<file path="config.mk">
export PLATFORM = sky130hd
export DESIGN_NAME = mem_load_seq
export DESIGN_NICKNAME = d
export VERILOG_FILES = /design/src/rtl/mem_load_pkg.sv /design/src/rtl/mem_load_wdog.sv /design/src/rtl/mem_load_seq.sv
export SDC_FILE = /design/constraint.sdc
export NUM_CORES = 1
export LEC_CHECK = 0
export BUFFER_PORTS_ARGS = -buffer_cell sky130_fd_sc_hd__buf_2
export CORE_MARGIN = 2
export CORE_UTILIZATION = 53
export DETAILED_ROUTE_END_ITERATION = 8
export GPL_TIMING_DRIVEN = 0
export MAX_ROUTING_LAYER = met4
export PLACE_DENSITY = 0.91
export SYNTH_ARGS = -nofsm -noshare
export SYNTH_HDL_FRONTEND = slang
export SYNTH_SLANG_ARGS = --single-unit
</file>
<file path="constraint.sdc">
create_clock -name clk -period 2.44 [get_ports clk]
set_input_delay 0.122 -clock clk [delete_from_list [all_inputs] [get_ports clk]]
set_output_delay 0.122 -clock clk [all_outputs]
set_load 0.02 [all_outputs]
</file>
<file path="src/rtl/mem_load_pkg.sv">
// Shared types and default sizing for the memory-load sequencer.
package mem_load_pkg;

    typedef enum logic [1:0] {
        IDLE     = 2'd0,
        LOAD     = 2'd1,
        DONE     = 2'd2,
        WAIT_RDY = 2'd3
    } mls_state_e;

    localparam int AW_DEF      = 8;
    localparam int DW_DEF      = 16;
    localparam int TIMEOUT_DEF = 64;

endpackage

</file>
<file path="src/rtl/mem_load_wdog.sv">
// Watchdog for the ready handshake: counts enabled cycles and flags the
// TIMEOUT-th consecutive one. Cleared whenever the sequencer is not waiting.
module mem_load_wdog #(
    parameter int TIMEOUT = 64
) (
    input  logic clk,
    input  logic rst,
    input  logic clr_i,
    input  logic en_i,
    output logic expire_o
);

    localparam int CW = $clog2(TIMEOUT + 1);
    localparam logic [CW-1:0] LAST = CW'(TIMEOUT - 1);

    logic [CW-1:0] cnt_q, cnt_d;

    // Expire on the cycle whose count shows TIMEOUT-1 earlier waiting cycles.
    assign expire_o = en_i && (cnt_q == LAST);

    // Next count: clear dominates; hold once expired (the FSM leaves anyway).
    always_comb begin
        cnt_d = cnt_q;
        if (clr_i) begin
            cnt_d = '0;
        end else if (en_i && !expire_o) begin
            cnt_d = cnt_q + CW'(1);
        end
    end

    // Counter register.
    always_ff @(posedge clk or posedge rst) begin
        if (rst) begin
            cnt_q <= '0;
        end else begin
            cnt_q <= cnt_d;
        end
    end

endmodule

</file>
<file path="src/rtl/mem_load_seq.sv">
// Load sequencer: streams a counted burst from a valid/ready source into a
// memory write port, pulses done, then waits for the downstream ready.
//
// state    | meaning
// IDLE     | waiting for a start command
// LOAD     | accepting beats, load_mem high
// DONE     | one-cycle done pulse, last write visible
// WAIT_RDY | waiting for downstream ready, watchdog running
module mem_load_seq
    import mem_load_pkg::*;
#(
    parameter int AW      = AW_DEF,
    parameter int DW      = DW_DEF,
    parameter int TIMEOUT = TIMEOUT_DEF
) (
    input  logic          clk,
    input  logic          rst,
    input  logic          start,
    input  logic [AW-1:0] base_addr,
    input  logic [AW-1:0] num_words,
    input  logic          in_valid,
    input  logic [DW-1:0] in_data,
    output logic          in_ready,
    output logic          mem_we,
    output logic [AW-1:0] mem_addr,
    output logic [DW-1:0] mem_wdata,
    output logic          load_mem,
    output logic          done,
    input  logic          ready,
    output logic          busy,
    output logic          timeout_err
);

    mls_state_e    state_q, state_d;
    logic [AW-1:0] addr_q, addr_d;
    logic [AW-1:0] cnt_q, cnt_d;
    logic          we_q, we_d;
    logic [AW-1:0] maddr_q, maddr_d;
    logic [DW-1:0] wdata_q, wdata_d;
    logic          terr_q, terr_d;
    logic          wd_expire;

    mem_load_wdog #(.TIMEOUT(TIMEOUT)) u_wdog (
        .clk      (clk),
        .rst      (rst),
        .clr_i    (state_q != WAIT_RDY),
        .en_i     (state_q == WAIT_RDY),
        .expire_o (wd_expire)
    );

    // Next-state, datapath updates and watchdog handling.
    always_comb begin
        state_d = state_q;
        addr_d  = addr_q;
        cnt_d   = cnt_q;
        we_d    = 1'b0;
        maddr_d = maddr_q;
        wdata_d = wdata_q;
        terr_d  = terr_q;
        case (state_q)
            IDLE: begin
                if (start) begin
                    terr_d = 1'b0;
                    if (num_words == '0) begin
                        state_d = DONE;
                    end else begin
                        addr_d  = base_addr;
                        cnt_d   = num_words;
                        state_d = LOAD;
                    end
                end
            end
            LOAD: begin
                if (in_valid) begin
                    we_d    = 1'b1;
                    maddr_d = addr_q;
                    wdata_d = in_data;
                    addr_d  = addr_q + AW'(1);
                    cnt_d   = cnt_q - AW'(1);
                    if (cnt_q == AW'(1)) begin
                        state_d = DONE;
                    end
                end
            end
            DONE: begin
                state_d = WAIT_RDY;
            end
            WAIT_RDY: begin
                if (ready) begin
                    state_d = IDLE;
                end else if (wd_expire) begin
                    terr_d  = 1'b1;
                    state_d = IDLE;
                end
            end
            default: begin
                state_d = IDLE;
            end
        endcase
    end

    // State and datapath registers.
    always_ff @(posedge clk or posedge rst) begin
        if (rst) begin
            state_q <= IDLE;
            addr_q  <= '0;
            cnt_q   <= '0;
            we_q    <= 1'b0;
            maddr_q <= '0;
            wdata_q <= '0;
            terr_q  <= 1'b0;
        end else begin
            state_q <= state_d;
            addr_q  <= addr_d;
            cnt_q   <= cnt_d;
            we_q    <= we_d;
            maddr_q <= maddr_d;
            wdata_q <= wdata_d;
            terr_q  <= terr_d;
        end
    end

    assign in_ready    = (state_q == LOAD);
    assign load_mem    = (state_q == LOAD);
    assign done        = (state_q == DONE);
    assign busy        = (state_q != IDLE);
    assign mem_we      = we_q;
    assign mem_addr    = maddr_q;
    assign mem_wdata   = wdata_q;
    assign timeout_err = terr_q;

endmodule

</file>
==> results of run 1 <==
path summary, 6_finish.rpt:
check | end | slack (ns) | depth (start not counted) | startpoint
worst min-delay path | mem_wdata[4]$_DFFE_PP0P_ | 0.04 | 2 | in_data[4]
worst max-delay path | addr_q[1]$_DFFE_PP0P_ | 0.24 | 7 | state_q[1]$_DFFE_PP0P_
worst min register to register | mem_addr[7]$_DFFE_PP0P_ | 0.48 | 2 | mem_addr[7]$_DFFE_PP0P_
min in group asynchronous | mem_wdata[11]$_DFFE_PP0P_ | 0.37 | 3 | rst
max in group asynchronous | cnt_q[0]$_DFFE_PP0P_ | 1.55 | 4 | rst
worst max register to register | addr_q[1]$_DFFE_PP0P_ | 0.24 | 7 | state_q[1]$_DFFE_PP0P_
power breakdown:
part | internal, W | switching (W) | leakage, nW
Sequential | 0.00122 | 0.000268 | 0.611
Combinational | 0.000926 | 0.00125 | 0.812
Clock | 0.000201 | 0.000273 | 0.0412
routing by layer:
metal  vias to the layer above  routed length, um  global-route usage, %
li1                       1022                  -                      -
met1                      1078               2510                   30.0
met2                        79               3060                   39.4
met3                         5                393                   5.01
met4                         0                 58                   7.54
met5                         -                  0                      -
flip-flops by register name, indices dropped and copies added (netlist names):
| signal | count |
|---|---|
| mem_wdata | 16 |
| addr_q | 8 |
| cnt_q | 8 |
| mem_addr | 8 |
| u_wdog.cnt_q | 7 |
| state_q | 2 |
| mem_we | 1 |
| timeout_err | 1 |
cell families (layout without fill, tap and decap cells):
| group | count (synthesis) | count (layout) |
|---|---|---|
| adder cells (fa/ha/maj) | 9 | 9 |
| multiplexers | 29 | 29 |
| XOR/XNOR | 3 | 3 |
| AND/OR/NAND/NOR | 55 | 55 |
| AO/OA/AOI/OAI | 63 | 63 |
| buffers and inverters | 24 | 100 |
| flip-flops | 51 | 51 |
stage by stage:
step | cell area, sq um | setup WS (ns) | cells | hold slack (ns)
floorplan | 2630 | 0.420 | 234 | 0.273
global placement | 3040 | 0.190 | 367 | 0.354
detailed placement | 3060 | 0.161 | 368 | 0.150
CTS | 3160 | 0.141 | 377 | 0.0393
global route | 3160 | 0.0605 | 377 | 0.0353
finish | 3160 | 0.242 | 377 | 0.0440
cells in the final DEF, fill, tap and decap left out, drive strengths merged, types with 3 or more instances in the layout:
cell type and instances:
a31oi 5, ha 9, nand2 13, mux2 26, a21oi 7, clkbuf 11, nand4b 3, dfrtp 51
nor2 14, a21boi 3, nand3 6, nand4 3, a211oi 9, xnor2 3, o21ai 10, a221oi 5
and3 3, mux2i 3, o22a 7, inv 12, a2bb2oi 4, buf 74, and2 3
cell type report:
type / count / share of cell area (%)
clock inverter: 2 / 0.396
sequential: 51 / 40.4
inverter: 12 / 1.43
timing repair buffer: 68 / 11.4
tap: 67 / 2.65
multi-input combinational: 159 / 39.5
clock buffer: 6 / 2.30
buffer: 12 / 1.90
critical path, stage by stage (launching register included):
cell and delay [ns]:
sky130_fd_sc_hd__dfrtp_1 0.40, sky130_fd_sc_hd__inv_1 0.12, sky130_fd_sc_hd__ha_1 0.20, sky130_fd_sc_hd__buf_2 0.21, sky130_fd_sc_hd__nand2_2 0.18, sky130_fd_sc_hd__a21boi_2 0.26
sky130_fd_sc_hd__a21oi_2 0.38, sky130_fd_sc_hd__mux2_4 0.33
repair_timing:
item | CTS | global route
gates resized for setup | 0 | 2
setup endpoints to repair | 0 | 5
hold buffers | 1 | 0
endpoints found under the hold margin | 18 | 0
==> qor_table.md, run 1 <==
| Item | This run | Unit |
| --- | --- | --- |
| Outcome | complete, no violations | - |
| Final Hold Vio Count | 0 | - |
| Deepest level of the CTS H-tree | 2 | - |
| Floorplan die area | 5540 | sq um |
| Mean routed wirelength per cell | 16.0 | um |
| Power per standard cell area | 1310 | nW/um^2 |
| DRT iter0 DRCs | 156 | - |
| Register bit count reported by yosys | 51 | - |
| Crit path time final | 2.20 | ns |
| Crit path kind | reg -> reg | - |
| Grt total ovfl | 0 | - |
| Standard cell core area | 4750 | sq um |
| Overall power consumption | 0.00413 | W |
| Total nets after synthesis | 280 | - |
| Wire length of the first global-routing pass | 9900 | um |
| Fin crit share | 90.1 | % |
| Total clock buffers created by CTS | 5 | - |
| Via count of the routed design | 2,184 | - |
| Post-synthesis share of cell area spent on full adders, half adders and majority gates | 4.28 | % |
| Count of max-cap constraint violations | 0 | - |
| Maximum operating frequency | 455 | MHz |
| Number of rows created at floorplan | 25 | - |
| Sum of net half-perimeters after detailed placement | 4460 | um |
| Placer congestion estimate | 0.861 | - |
| Syn avg cell area | 11.2 | sq um |
| Async set-or-reset flop fraction in the synthesized netlist | 100 | % |
| Post-route antenna net violation count | 0 | - |
| Normalized max-slew margin | 52.1 | % |
| Post-synth EDFFs | 0 | - |
| Top post-synthesis cells by area | sky130_fd_sc_hd__dfrtp_1 (49%), sky130_fd_sc_hd__mux2_2 (11%), sky130_fd_sc_hd__ha_1 (4.3%), sky130_fd_sc_hd__o22a_1 (2.3%), sky130_fd_sc_hd__a211oi_1 (2.3%) | - |
| Post-synthesis instance area | 2630 | sq um |
| Kind of launch point of the worst setup path | flip-flop | - |
| Number of buffer cells added on primary ports | 66 | - |
| Layout Skew | 0.00985 | ns |
| Area growth from synthesis to layout | 20.2 | % |
| Static Leak | 1.46 | nW |
| Critical path required time | 2.64 | ns |
| Endpoints failing setup | 0 | - |
| Number of design rule violations left after detail routing | 0 | - |
| Utilization after layout | 66.4 | % |
| CTS tree | yes | - |
| Post-synthesis simple-gate area fraction | 11.3 | % |
| Largest net degree at the start of global routing | 34 | - |
| Area used by multi-input combinational logic | 1250 | sq um |
| Warnings, synthesis | 0 | - |
| Root buffer cell | sky130_fd_sc_hd__clkbuf_8 | - |
| Slew of the pin with the lowest slew margin | 0.713 | ns |
| Critical path arrival | 2.40 | ns |
| Flip-flop cell with the highest count after synthesis | sky130_fd_sc_hd__dfrtp_1 | - |
| Post-synth cell types | 51 | - |
| Maximum VDD drop | 0.000606 | V |
| Unrepaired setup endpoints after global routing | false | - |
| Ports placed on the boundary | 67 | - |
| Clock transition time at the flip-flop clock pins of the worst setup and hold paths | 0.09 | ns |
| Number of pins with negative max-slew slack in the final report | 0 | - |
| Element type at the critical path end | flip-flop | - |
| Deepest clock path buffer count | 2 | - |
| Initial Util | 55.3 | % |
| Number of global-route vias before repair | 2,155 | - |
| Inserted Diodes | 0 | - |
| Proportion of synthesized chip area in sequential cells | 48.5 | % |
| Fraction of layout instances using a drive strength above 1 | 36.8 | % |
| Cell with the most instances after synthesis | sky130_fd_sc_hd__dfrtp_1 | - |
| Clock sink total | 51 | - |
| Insertion delay of the later-clocked pin in the worst-skew pair | 0.31 | ns |
| Dominant combinational cell family by area after synthesis | compound AO/OA/AOI/OAI gates | - |
| Die width | 74.4 | um |
| Number of antenna violations at the first check in global routing | 0 | - |
| Number of post-CTS setup repair buffers | 0 | - |
| Dominant cell type by area after synthesis | sky130_fd_sc_hd__dfrtp_1 | - |
| Area share of the largest cell type after synthesis | 48.5 | % |
| CP max FO | 9 | - |
| Top cells by count, synth | sky130_fd_sc_hd__dfrtp_1 (51), sky130_fd_sc_hd__mux2_2 (25), sky130_fd_sc_hd__nor2_1 (14) | - |
| Multiplexer share of the synthesized area | 12.4 | % |
| Post-DR vias/cell | 5.79 | - |
| Overall global routing resource usage | 24.1 | % |
| Number of fill cells in the layout | 391 | - |
| Syn Inst Count | 234 | - |
| Hold crit path type | in -> reg | - |
| Routed wire length | 6030 | um |
| Die height | 74.4 | um |
| Compound-cell area share of the yosys netlist | 18.5 | % |
| Number of iterations in the first detailed-routing pass | 4 | - |
| Total Nets Final | 355 | - |
| FF/Latch Area | 1280 | sq um |
| Xor and xnor area share after synthesis | 1.00 | % |
| Setup total negative slack | 0 | ns |
No activity file was read; power rests on OpenSTA's default activity.
==> run 2: changes to the inputs <==
--- a/config.mk
+++ b/config.mk
@@ -5,13 +5,15 @@
 export SDC_FILE = /design/constraint.sdc
 export NUM_CORES = 1
 export LEC_CHECK = 0
-export BUFFER_PORTS_ARGS = -buffer_cell sky130_fd_sc_hd__buf_2
+export ABC_AREA = 1
+export BUFFER_PORTS_ARGS = -buffer_cell sky130_fd_sc_hd__clkbuf_2
 export CORE_MARGIN = 2
 export CORE_UTILIZATION = 53
 export DETAILED_ROUTE_END_ITERATION = 8
 export GPL_TIMING_DRIVEN = 0
 export MAX_ROUTING_LAYER = met4
-export PLACE_DENSITY = 0.91
+export PLACE_DENSITY = 0.9
+export SKIP_LAST_GASP = 1
 export SYNTH_ARGS = -nofsm -noshare
 export SYNTH_HDL_FRONTEND = slang
 export SYNTH_SLANG_ARGS = --single-unit
==> run 2 against run 1 <==
Clock skew decreased by 0.0023 ns. Synthesized area increased by 3.2%. Sequential share of layout area decreased by 1.0 points. First-iteration DRC count decreased by 33%. Total power decreased by 0.33%. Highest routed layer unchanged.
==> qor_table.md, run 2 <==
| Item | This run | Unit | Change |
| --- | --- | --- | --- |
| Outcome | complete, no violations | - | unchanged |
| Cells after DPL | 501 | - | was 368 |
| Dominant cell type by area after synthesis | sky130_fd_sc_hd__dfrtp_1 | - | unchanged |
| Power per standard cell area | 1270 | nW/um^2 | was 1310 nW/um^2 |
| Insertion delay of the later-clocked pin in the worst-skew pair | 0.30 | ns | was 0.31 ns |
| Register bit count reported by yosys | 51 | - | unchanged |
| Total clock buffers created by CTS | 5 | - | unchanged |
| Non-filler instance count after layout | 509 | - | was 377 |
| Total Nets Final | 485 | - | was 355 |
| Least setup slack across all paths after layout | 0.664 | ns | was 0.242 ns |
| Number of buffer cells added on primary ports | 66 | - | unchanged |
| Initial Util | 54.1 | % | was 55.3% |
| Top cells by count, synth | sky130_fd_sc_hd__nand2_1 (158), sky130_fd_sc_hd__dfrtp_1 (51), sky130_fd_sc_hd__nor2_1 (35) | - | was sky130_fd_sc_hd__dfrtp_1 (51), sky130_fd_sc_hd__mux2_2 (25), sky130_fd_sc_hd__nor2_1 (14) |
| Fin crit share | 72.8 | % | was 90.1% |
| Count of max-cap constraint violations | 0 | - | unchanged |
| Largest net degree at the start of global routing | 40 | - | was 34 |
| Normalized max-slew margin | 71.6 | % | was 52.1% |
| Number of global-route vias before repair | 2,286 | - | was 2,155 |
| Via count of the routed design | 2,509 | - | was 2,184 |
| Clock sink total | 51 | - | unchanged |
| Total nets after synthesis | 410 | - | was 280 |
| Crit path time final | 1.78 | ns | was 2.20 ns |
| Static Leak | 1.80 | nW | was 1.46 nW |
| Area share of the largest cell type after synthesis | 47.0 | % | was 48.5% |
| Endpoints failing setup | 0 | - | unchanged |
| Number of design rule violations left after detail routing | 0 | - | unchanged |
| Syn Inst Count | 364 | - | was 234 |
| Kind of launch point of the worst setup path | flip-flop | - | unchanged |
| Inserted Diodes | 0 | - | unchanged |
| Post-synth cell types | 26 | - | was 51 |
| Warnings, synthesis | 0 | - | unchanged |
| Number of rows created at floorplan | 26 | - | was 25 |
| Overall global routing resource usage | 23.1 | % | was 24.1% |
| Maximum VDD drop | 0.000604 | V | was 0.000606 V |
| Total buffers and inverters traversed by the critical path | 4 | - | was 2 |
| Largest delay contributor family on the critical path | buffers and inverters | - | was compound AO/OA/AOI/OAI gates |
| Placer congestion estimate | 0.841 | - | was 0.861 |
| Post-DR vias/cell | 4.93 | - | was 5.79 |
| Number of fill cells in the layout | 451 | - | was 391 |
| Grt total ovfl | 0 | - | unchanged |
| Critical path arrival | 2.02 | ns | was 2.40 ns |
| Unrepaired setup endpoints after global routing | false | - | unchanged |
| Element type at the critical path end | flip-flop | - | unchanged |
| Ports placed on the boundary | 67 | - | unchanged |
| Wire length of the first global-routing pass | 9800 | um | was 9900 um |
| DRT iter0 DRCs | 104 | - | was 156 |
| CP max FO | 10 | - | was 9 |
| Number of pins with negative max-slew slack in the final report | 0 | - | unchanged |
| Number of post-CTS setup repair buffers | 0 | - | unchanged |
| Proportion of synthesized chip area in sequential cells | 47.0 | % | was 48.5% |
| Flip-flop cell with the highest count after synthesis | sky130_fd_sc_hd__dfrtp_1 | - | unchanged |
| Most common cell after layout, fill and taps aside | sky130_fd_sc_hd__nand2_1 | - | was sky130_fd_sc_hd__buf_2 |
| Syn avg cell area | 7.45 | sq um | was 11.2 sq um |
| Pre-CTS WS | 0.670 | ns | was 0.161 ns |
| Post-route antenna net violation count | 0 | - | unchanged |
| Area growth from synthesis to layout | 19.6 | % | was 20.2% |
| Die width | 75.5 | um | was 74.4 um |
| Die height | 75.5 | um | was 74.4 um |
| Floorplan die area | 5710 | sq um | was 5540 sq um |
| Slew of the pin with the lowest slew margin | 0.426 | ns | was 0.713 ns |
| Sum of net half-perimeters after detailed placement | 4620 | um | was 4460 um |
| Maximum operating frequency | 563 | MHz | was 455 MHz |
| Critical path required time | 2.68 | ns | was 2.64 ns |
| Max reg flops | 16 | - | unchanged |
| Top cell by count, worst path | sky130_fd_sc_hd__nand2_1 | - |  |
| Standard cell core area | 5010 | sq um | was 4750 sq um |
| Root buffer cell | sky130_fd_sc_hd__clkbuf_8 | - | unchanged |
| Async set-or-reset flop fraction in the synthesized netlist | 100 | % | unchanged |
| Post-cts resize count | 0 | - | unchanged |
| Fraction of layout instances using a drive strength above 1 | 21.4 | % | was 36.8% |
| CTS tree | yes | - | unchanged |
| Delay of the slowest critical-path stage | 0.44 | ns | was 0.40 ns |
| Cell with the most instances after synthesis | sky130_fd_sc_hd__nand2_1 | - | was sky130_fd_sc_hd__dfrtp_1 |
| Layout Skew | 0.00760 | ns | was 0.00985 ns |
| Mean routed wirelength per cell | 11.9 | um | was 16.0 um |
| Final Hold Vio Count | 0 | - | unchanged |
| Deepest clock path buffer count | 2 | - | unchanged |
| Deepest level of the CTS H-tree | 2 | - | unchanged |
| Number of antenna violations at the first check in global routing | 0 | - | unchanged |
| Routed wire length | 6040 | um | was 6030 um |
| Hold crit path type | in -> reg | - | unchanged |
| Post-synthesis instance area | 2710 | sq um | was 2630 sq um |
| Number of iterations in the first detailed-routing pass | 4 | - | unchanged |
| Post-synth EDFFs | 0 | - | unchanged |
| Cell chain of the critical path | inv_1, ha_1, inv_2, a21oi_2, nand2_4, inv_4, buf_8, nand2_1, nand2_1 | - | was inv_1, ha_1, buf_2, nand2_2, a21boi_2, a21oi_2, mux2_4 |
| Top post-synthesis cells by area | sky130_fd_sc_hd__dfrtp_1 (47%), sky130_fd_sc_hd__nand2_1 (22%), sky130_fd_sc_hd__nor2_1 (4.8%), sky130_fd_sc_hd__nand3_1 (4.6%), sky130_fd_sc_hd__inv_1 (4.3%) | - | was sky130_fd_sc_hd__dfrtp_1 (49%), sky130_fd_sc_hd__mux2_2 (11%), sky130_fd_sc_hd__ha_1 (4.3%), sky130_fd_sc_hd__o22a_1 (2.3%), sky130_fd_sc_hd__a211oi_1 (2.3%) |
| Clock transition time at the flip-flop clock pins of the worst setup and hold paths | 0.09 | ns | about the same |
| Minimum setup slack among reg-to-reg paths | 0.66 | ns | was 0.24 ns |
| Setup total negative slack | 0 | ns | unchanged |
| Cell at the slowest stage of the critical path | sky130_fd_sc_hd__dfrtp_1 | - | unchanged |
| Most frequent cells in the layout | sky130_fd_sc_hd__nand2_1 (158), sky130_fd_sc_hd__clkbuf_2 (66), sky130_fd_sc_hd__dfrtp_1 (51) | - | was sky130_fd_sc_hd__buf_2 (68), sky130_fd_sc_hd__dfrtp_1 (51), sky130_fd_sc_hd__mux2_2 (25) |
| Crit path kind | reg -> reg | - | unchanged |
==> run 2: cell types whose count changed in the layout (fill, tap and decap cells not counted), moves of 21 or more <==
cell / before / now
sky130_fd_sc_hd__nand2_1: 12 / 158
sky130_fd_sc_hd__buf_2: 68 / 2
sky130_fd_sc_hd__clkbuf_2: 1 / 66
sky130_fd_sc_hd__mux2_2: 25 / 0
sky130_fd_sc_hd__nor2_1: 14 / 35
==> run 2: tightest hold or removal path: cells and delay by family <==
kind,cells,cell delay [ns]
and+or+nand+nor,2,0.08
buffers and inverters,1,0.07
==> run 2: worst paths after layout <==
path / startpoint / endpoint / depth (start not counted)
setup / recovery: state_q[1]$_DFFE_PP0P_ / cnt_q[3]$_DFFE_PP0P_ / 9
hold / removal: in_data[14] / mem_wdata[14]$_DFFE_PP0P_ / 3
setup reg to reg: state_q[1]$_DFFE_PP0P_ / cnt_q[3]$_DFFE_PP0P_ / 9
hold reg to reg: mem_wdata[4]$_DFFE_PP0P_ / mem_wdata[4]$_DFFE_PP0P_ / 2
max in group asynchronous: rst / addr_q[5]$_DFFE_PP0P_ / 4
min in group asynchronous: rst / timeout_err$_DFFE_PP0P_ / 3
==> run 2: cells by family (layout without fill, tap and decap cells) <==
family / count (synthesis) / count (layout) / share of synthesized area (%)
AO/OA/AOI/OAI: 32 / 32 / 7.75
XOR/XNOR: 2 / 2 / 0.646
adder cells (fa/ha/maj): 9 / 9 / 4.15
buffers and inverters: 45 / 120 / 7.24
flip-flops: 51 / 51 / 47.0
AND/OR/NAND/NOR: 225 / 225 / 33.2
==> run 2: area by class of cell <==
type	instances	area, sq um	share of cell area, %
clock buffers	5	68.8	2.12
plain buffers	11	66.3	2.04
inverters	34	130	4.01
repair buffers	68	360	11.1
multi-input cells	268	1240	38.2
clock inverters	2	13.8	0.424
flip-flops and latches	51	1280	39.4
well taps	70	87.6	2.70
==> run 2: metal layers <==
layer	vias up	GRT usage, %	wire (um)
li1	1287	-	-
met2	56	40.8	3210
met4	0	7.21	68
met5	-	-	0
met1	1158	27.5	2540
met3	8	3.04	225
==> run 2: through the flow <==
step	util (%)	hold slack (ns)	power, W	cell area, sq um
floorplan	-	0.232	0.00304	2710
global placement	62.5	0.317	0.00355	3130
detailed placement	62.9	0.0715	0.00366	3150
CTS	64.7	0.00434	0.00414	3240
global route	64.7	0.00494	0.00450	3240
finish	64.7	0.00915	0.00412	3240
==> run 2: report_power, final <==
group          switching [W]  total [W]  leakage (nW)  internal (W)
Combinational        0.00143    0.00219          1.11      0.000762
Clock               0.000275   0.000471        0.0440      0.000197
Sequential          0.000263    0.00146         0.649       0.00119
==> run 2: what timing repair did <==
item                                   in CTS  in global routing
hold buffers                                1                  0
endpoints found under the hold margin      12                  0
setup endpoints to repair                   0                  0
==> run 3: changes to the inputs <==
--- a/config.mk
+++ b/config.mk
@@ -5,14 +5,14 @@
 export SDC_FILE = /design/constraint.sdc
 export NUM_CORES = 1
 export LEC_CHECK = 0
-export ABC_AREA = 1
+export ABC_AREA = 0
 export BUFFER_PORTS_ARGS = -buffer_cell sky130_fd_sc_hd__clkbuf_2
 export CORE_MARGIN = 2
 export CORE_UTILIZATION = 53
 export DETAILED_ROUTE_END_ITERATION = 8
 export GPL_TIMING_DRIVEN = 0
 export MAX_ROUTING_LAYER = met4
-export PLACE_DENSITY = 0.9
+export PLACE_DENSITY = 0.91
 export SKIP_LAST_GASP = 1
 export SYNTH_ARGS = -nofsm -noshare
 export SYNTH_HDL_FRONTEND = slang
==> constraint.sdc (replaced) <==
create_clock -name clk -period 1.7 [get_ports clk]
set_input_delay 0.085 -clock clk [delete_from_list [all_inputs] [get_ports clk]]
set_output_delay 0.085 -clock clk [all_outputs]
set_load 0.02 [all_outputs]
==> run 3 against run 2 <==
The run now ends with setup timing left. Worst hold slack lost 0.0082 ns. Largest power group unchanged. Critical path depth shrank 3. Non-clock buffer count grew 25. Clock skew grew 0.0015 ns. First-iteration DRC count grew 50%. Cell count shrank 21%. Critical endpoint is now cnt_q[7]$_DFFE_PP0P_. Maximum frequency grew 2.4%. Worst setup slack lost 0.70 ns. Routed wire length grew 18%. Sequential cell count is the same. Largest cell class is now multi-input gates.
==> qor_table.md, run 3 (synthesis gave the netlist of run 1 again) <==
| Item | This run | Unit | Change |
| --- | --- | --- | --- |
| Outcome | finished, violations left | - | was complete, no violations |
| Violations in the final reports | setup timing | - |  |
| Post-Place Cell Area | 3130 | sq um | was 3150 sq um |
| Number of buffer cells added on primary ports | 66 | - | unchanged |
| Total Nets Final | 380 | - | was 485 |
| Grt total ovfl | 0 | - | unchanged |
| Largest delay contributor family on the critical path | compound AO/OA/AOI/OAI gates | - | was buffers and inverters |
| Endpoints failing setup | 1 | - | was 0 |
| Area growth from synthesis to layout | 35.2 | % | was 19.6% |
| Fraction of layout instances using a drive strength above 1 | 46.9 | % | was 21.4% |
| Insertion delay of the later-clocked pin in the worst-skew pair | 0.32 | ns | was 0.30 ns |
| Combinational share of power | 56.6 | % | was 53.2% |
| Clock sink total | 51 | - | unchanged |
| Number of stages on the worst hold path | 2 | - | was 3 |
| Inserted Diodes | 0 | - | unchanged |
| Sum of net half-perimeters after detailed placement | 4500 | um | was 4620 um |
| Static Leak | 1.65 | nW | was 1.80 nW |
| Ports placed on the boundary | 67 | - | unchanged |
| Routed wire length | 7100 | um | was 6040 um |
| Cell internal pwr | 0.00387 | W | was 0.00215 W |
| Crit path depth | 6 | - | was 9 |
| Depth of the worst register-to-register path | 6 | - | was 9 |
| Overall global routing resource usage | 27.1 | % | was 23.1% |
| Hold crit path type | in -> reg | - | unchanged |
| Die height | 74.4 | um | was 75.5 um |
| Initial Util | 55.3 | % | was 54.1% |
| Normalized max-slew margin | 67.4 | % | was 71.6% |
| Number of pins with negative max-slew slack in the final report | 0 | - | unchanged |
| Crit path kind | reg -> reg | - | unchanged |
| Placer congestion estimate | 0.836 | - | was 0.841 |
| Most common cell after layout, fill and taps aside | sky130_fd_sc_hd__clkbuf_2 | - | was sky130_fd_sc_hd__nand2_1 |
| Total buffers and inverters traversed by the critical path | 1 | - | was 4 |
| Final Hold Vio Count | 0 | - | unchanged |
| Via count of the routed design | 2,350 | - | was 2,509 |
| Number of global-route vias before repair | 2,329 | - | was 2,286 |
| Critical path required time | 1.89 | ns | was 2.68 ns |
| Largest net degree at the start of global routing | 41 | - | was 40 |
| Net Sw Frac | 43.6 | % | was 47.7% |
| Cell at the slowest stage of the critical path | sky130_fd_sc_hd__dfrtp_2 | - | was sky130_fd_sc_hd__dfrtp_1 |
| Number of antenna violations at the first check in global routing | 0 | - | unchanged |
| Clock network fraction of total power | 10.7 | % | was 11.4% |
| Slew of the pin with the lowest slew margin | 0.488 | ns | was 0.426 ns |
| Setup total negative slack | -0.0344 | ns | was 0 ns |
| Deepest clock path buffer count | 2 | - | unchanged |
| Unrepaired setup endpoints after global routing | true | - | was false |
| Part of the power in registers | 32.7 | % | was 35.4% |
| Crit path time final | 1.73 | ns | was 1.78 ns |
| DRT iter0 DRCs | 156 | - | was 104 |
| Kind of launch point of the worst setup path | flip-flop | - | unchanged |
| Power per standard cell area | 1930 | nW/um^2 | was 1270 nW/um^2 |
| Critical path arrival | 1.93 | ns | was 2.02 ns |
| Total clock buffers created by CTS | 5 | - | unchanged |
| Clock transition time at the flip-flop clock pins of the worst setup and hold paths | 0.10 | ns | was 0.09 ns |
| Post-route antenna net violation count | 0 | - | unchanged |
| Number of rows created at floorplan | 25 | - | was 26 |
| Delay of the slowest critical-path stage | 0.46 | ns | was 0.44 ns |
| Max reg flops | 16 | - | unchanged |
| Maximum VDD drop | 0.000987 | V | was 0.000604 V |
| Maximum operating frequency | 577 | MHz | was 563 MHz |
| Mean routed wirelength per cell | 17.7 | um | was 11.9 um |
| Least setup slack across all paths after layout | -0.0344 | ns | was 0.664 ns |
| Standard cell core area | 4750 | sq um | was 5010 sq um |
| Deepest level of the CTS H-tree | 2 | - | unchanged |
| Wire length of the first global-routing pass | 10,900 | um | was 9800 um |
| Utilization after layout | 74.7 | % | was 64.7% |
| Layout Skew | 0.00914 | ns | was 0.00760 ns |
| Pre-CTS WS | -0.180 | ns | was 0.670 ns |
| Overall power consumption | 0.00686 | W | was 0.00412 W |
| CTS tree | yes | - | unchanged |
| Element type at the critical path end | flip-flop | - | unchanged |
| Design area | 3550 | sq um | was 3240 sq um |
| Switching power summed over all nets | 0.00299 | W | was 0.00197 W |
| Number of design rule violations left after detail routing | 0 | - | unchanged |
| Most frequent cells in the layout | sky130_fd_sc_hd__clkbuf_2 (68), sky130_fd_sc_hd__dfrtp_1 (50), sky130_fd_sc_hd__mux2_2 (25) | - | was sky130_fd_sc_hd__nand2_1 (158), sky130_fd_sc_hd__clkbuf_2 (66), sky130_fd_sc_hd__dfrtp_1 (51) |
| Cell chain of the critical path | ha_4, nand2_8, a21boi_4, buf_4, a211oi_1, a211o_1 | - | was inv_1, ha_1, inv_2, a21oi_2, nand2_4, inv_4, buf_8, nand2_1, nand2_1 |
| CP max FO | 8 | - | was 10 |
| Root buffer cell | sky130_fd_sc_hd__clkbuf_8 | - | unchanged |
| Floorplan die area | 5540 | sq um | was 5710 sq um |
| Number of iterations in the first detailed-routing pass | 4 | - | unchanged |
| Post-DR vias/cell | 5.85 | - | was 4.93 |
| Die width | 74.4 | um | was 75.5 um |
| Count of max-cap constraint violations | 0 | - | unchanged |
| Fin crit share | 102 | % | was 72.8% |
[run 3: changes by cell type in the layout (fill, tap and decap cells not counted), sizes merged, moves of 4 or more]
cell / delta
a31oi: +5
dlygate4sd3: +6
nand3: -19
buf: +19
mux2: +26
nand2: -146
nor2: -21
a211oi: +9
a21oi: +6
a21boi: +4
o21ai: -18
a221oi: +5
inv: -19
o22a: +7
[run 3: through the flow]
step	hold WS (ns)	instances
floorplan	0.235	234
global placement	0.318	367
detailed placement	0.0336	368
CTS	0.00179	392
global route	0.00219	402
finish	0.000899	402
[run 3: worst paths after layout]
kind                                    startpoint                        to  slack, ns
max                         state_q[0]$_DFFE_PP0P_      cnt_q[7]$_DFFE_PP0P_      -0.03
min reg2reg                mem_addr[7]$_DFFE_PP0P_   mem_addr[7]$_DFFE_PP0P_       0.50
min in group asynchronous                      rst      cnt_q[3]$_DFFE_PP0P_       0.25
max in group asynchronous                      rst      cnt_q[7]$_DFFE_PP0P_       0.96
min                                     in_data[4]  mem_wdata[4]$_DFFE_PP0P_     0.0009
max reg2reg                 state_q[0]$_DFFE_PP0P_      cnt_q[7]$_DFFE_PP0P_      -0.03
[run 3: layout make-up]
class / count / area [sq um]
Tap cell: 67 / 83.8
Sequential cell: 51 / 1280
Clock inverter: 3 / 22.5
Multi-Input combinational cell: 160 / 1400
Timing Repair Buffer: 93 / 569
Fill cell: 325 / 1200
Buffer: 11 / 83.8
Inverter: 12 / 47.5
Clock buffer: 5 / 68.8
[run 3: what timing repair did]
action                     in CTS  in global routing
hold endpoints to repair       14                  3
setup buffers                  11                  7
resized for setup              14                 12
pin swaps                       3                  4
cloned                          2                  0
hold buffers                    4                  3
setup endpoints to repair      35                 23
[run 3: routing by layer]
metal / GRT usage [%] / wire [um] / vias to the layer above
li1: - / - / 1080
met1: 32.8 / 2800 / 1140
met2: 44.2 / 3710 / 99
met3: 5.56 / 364 / 31
met4: 11.1 / 230 / 0
met5: - / 0 / -
[run 3: power by group through the flow]
stage               logic [W]  registers, W  clock network, W
global placement      0.00317       0.00213                 0
detailed placement    0.00328       0.00219                 0
floorplan             0.00209       0.00247                 0
finish                0.00388       0.00224          0.000734
global route          0.00416       0.00230          0.000796
CTS                   0.00360       0.00220          0.000743
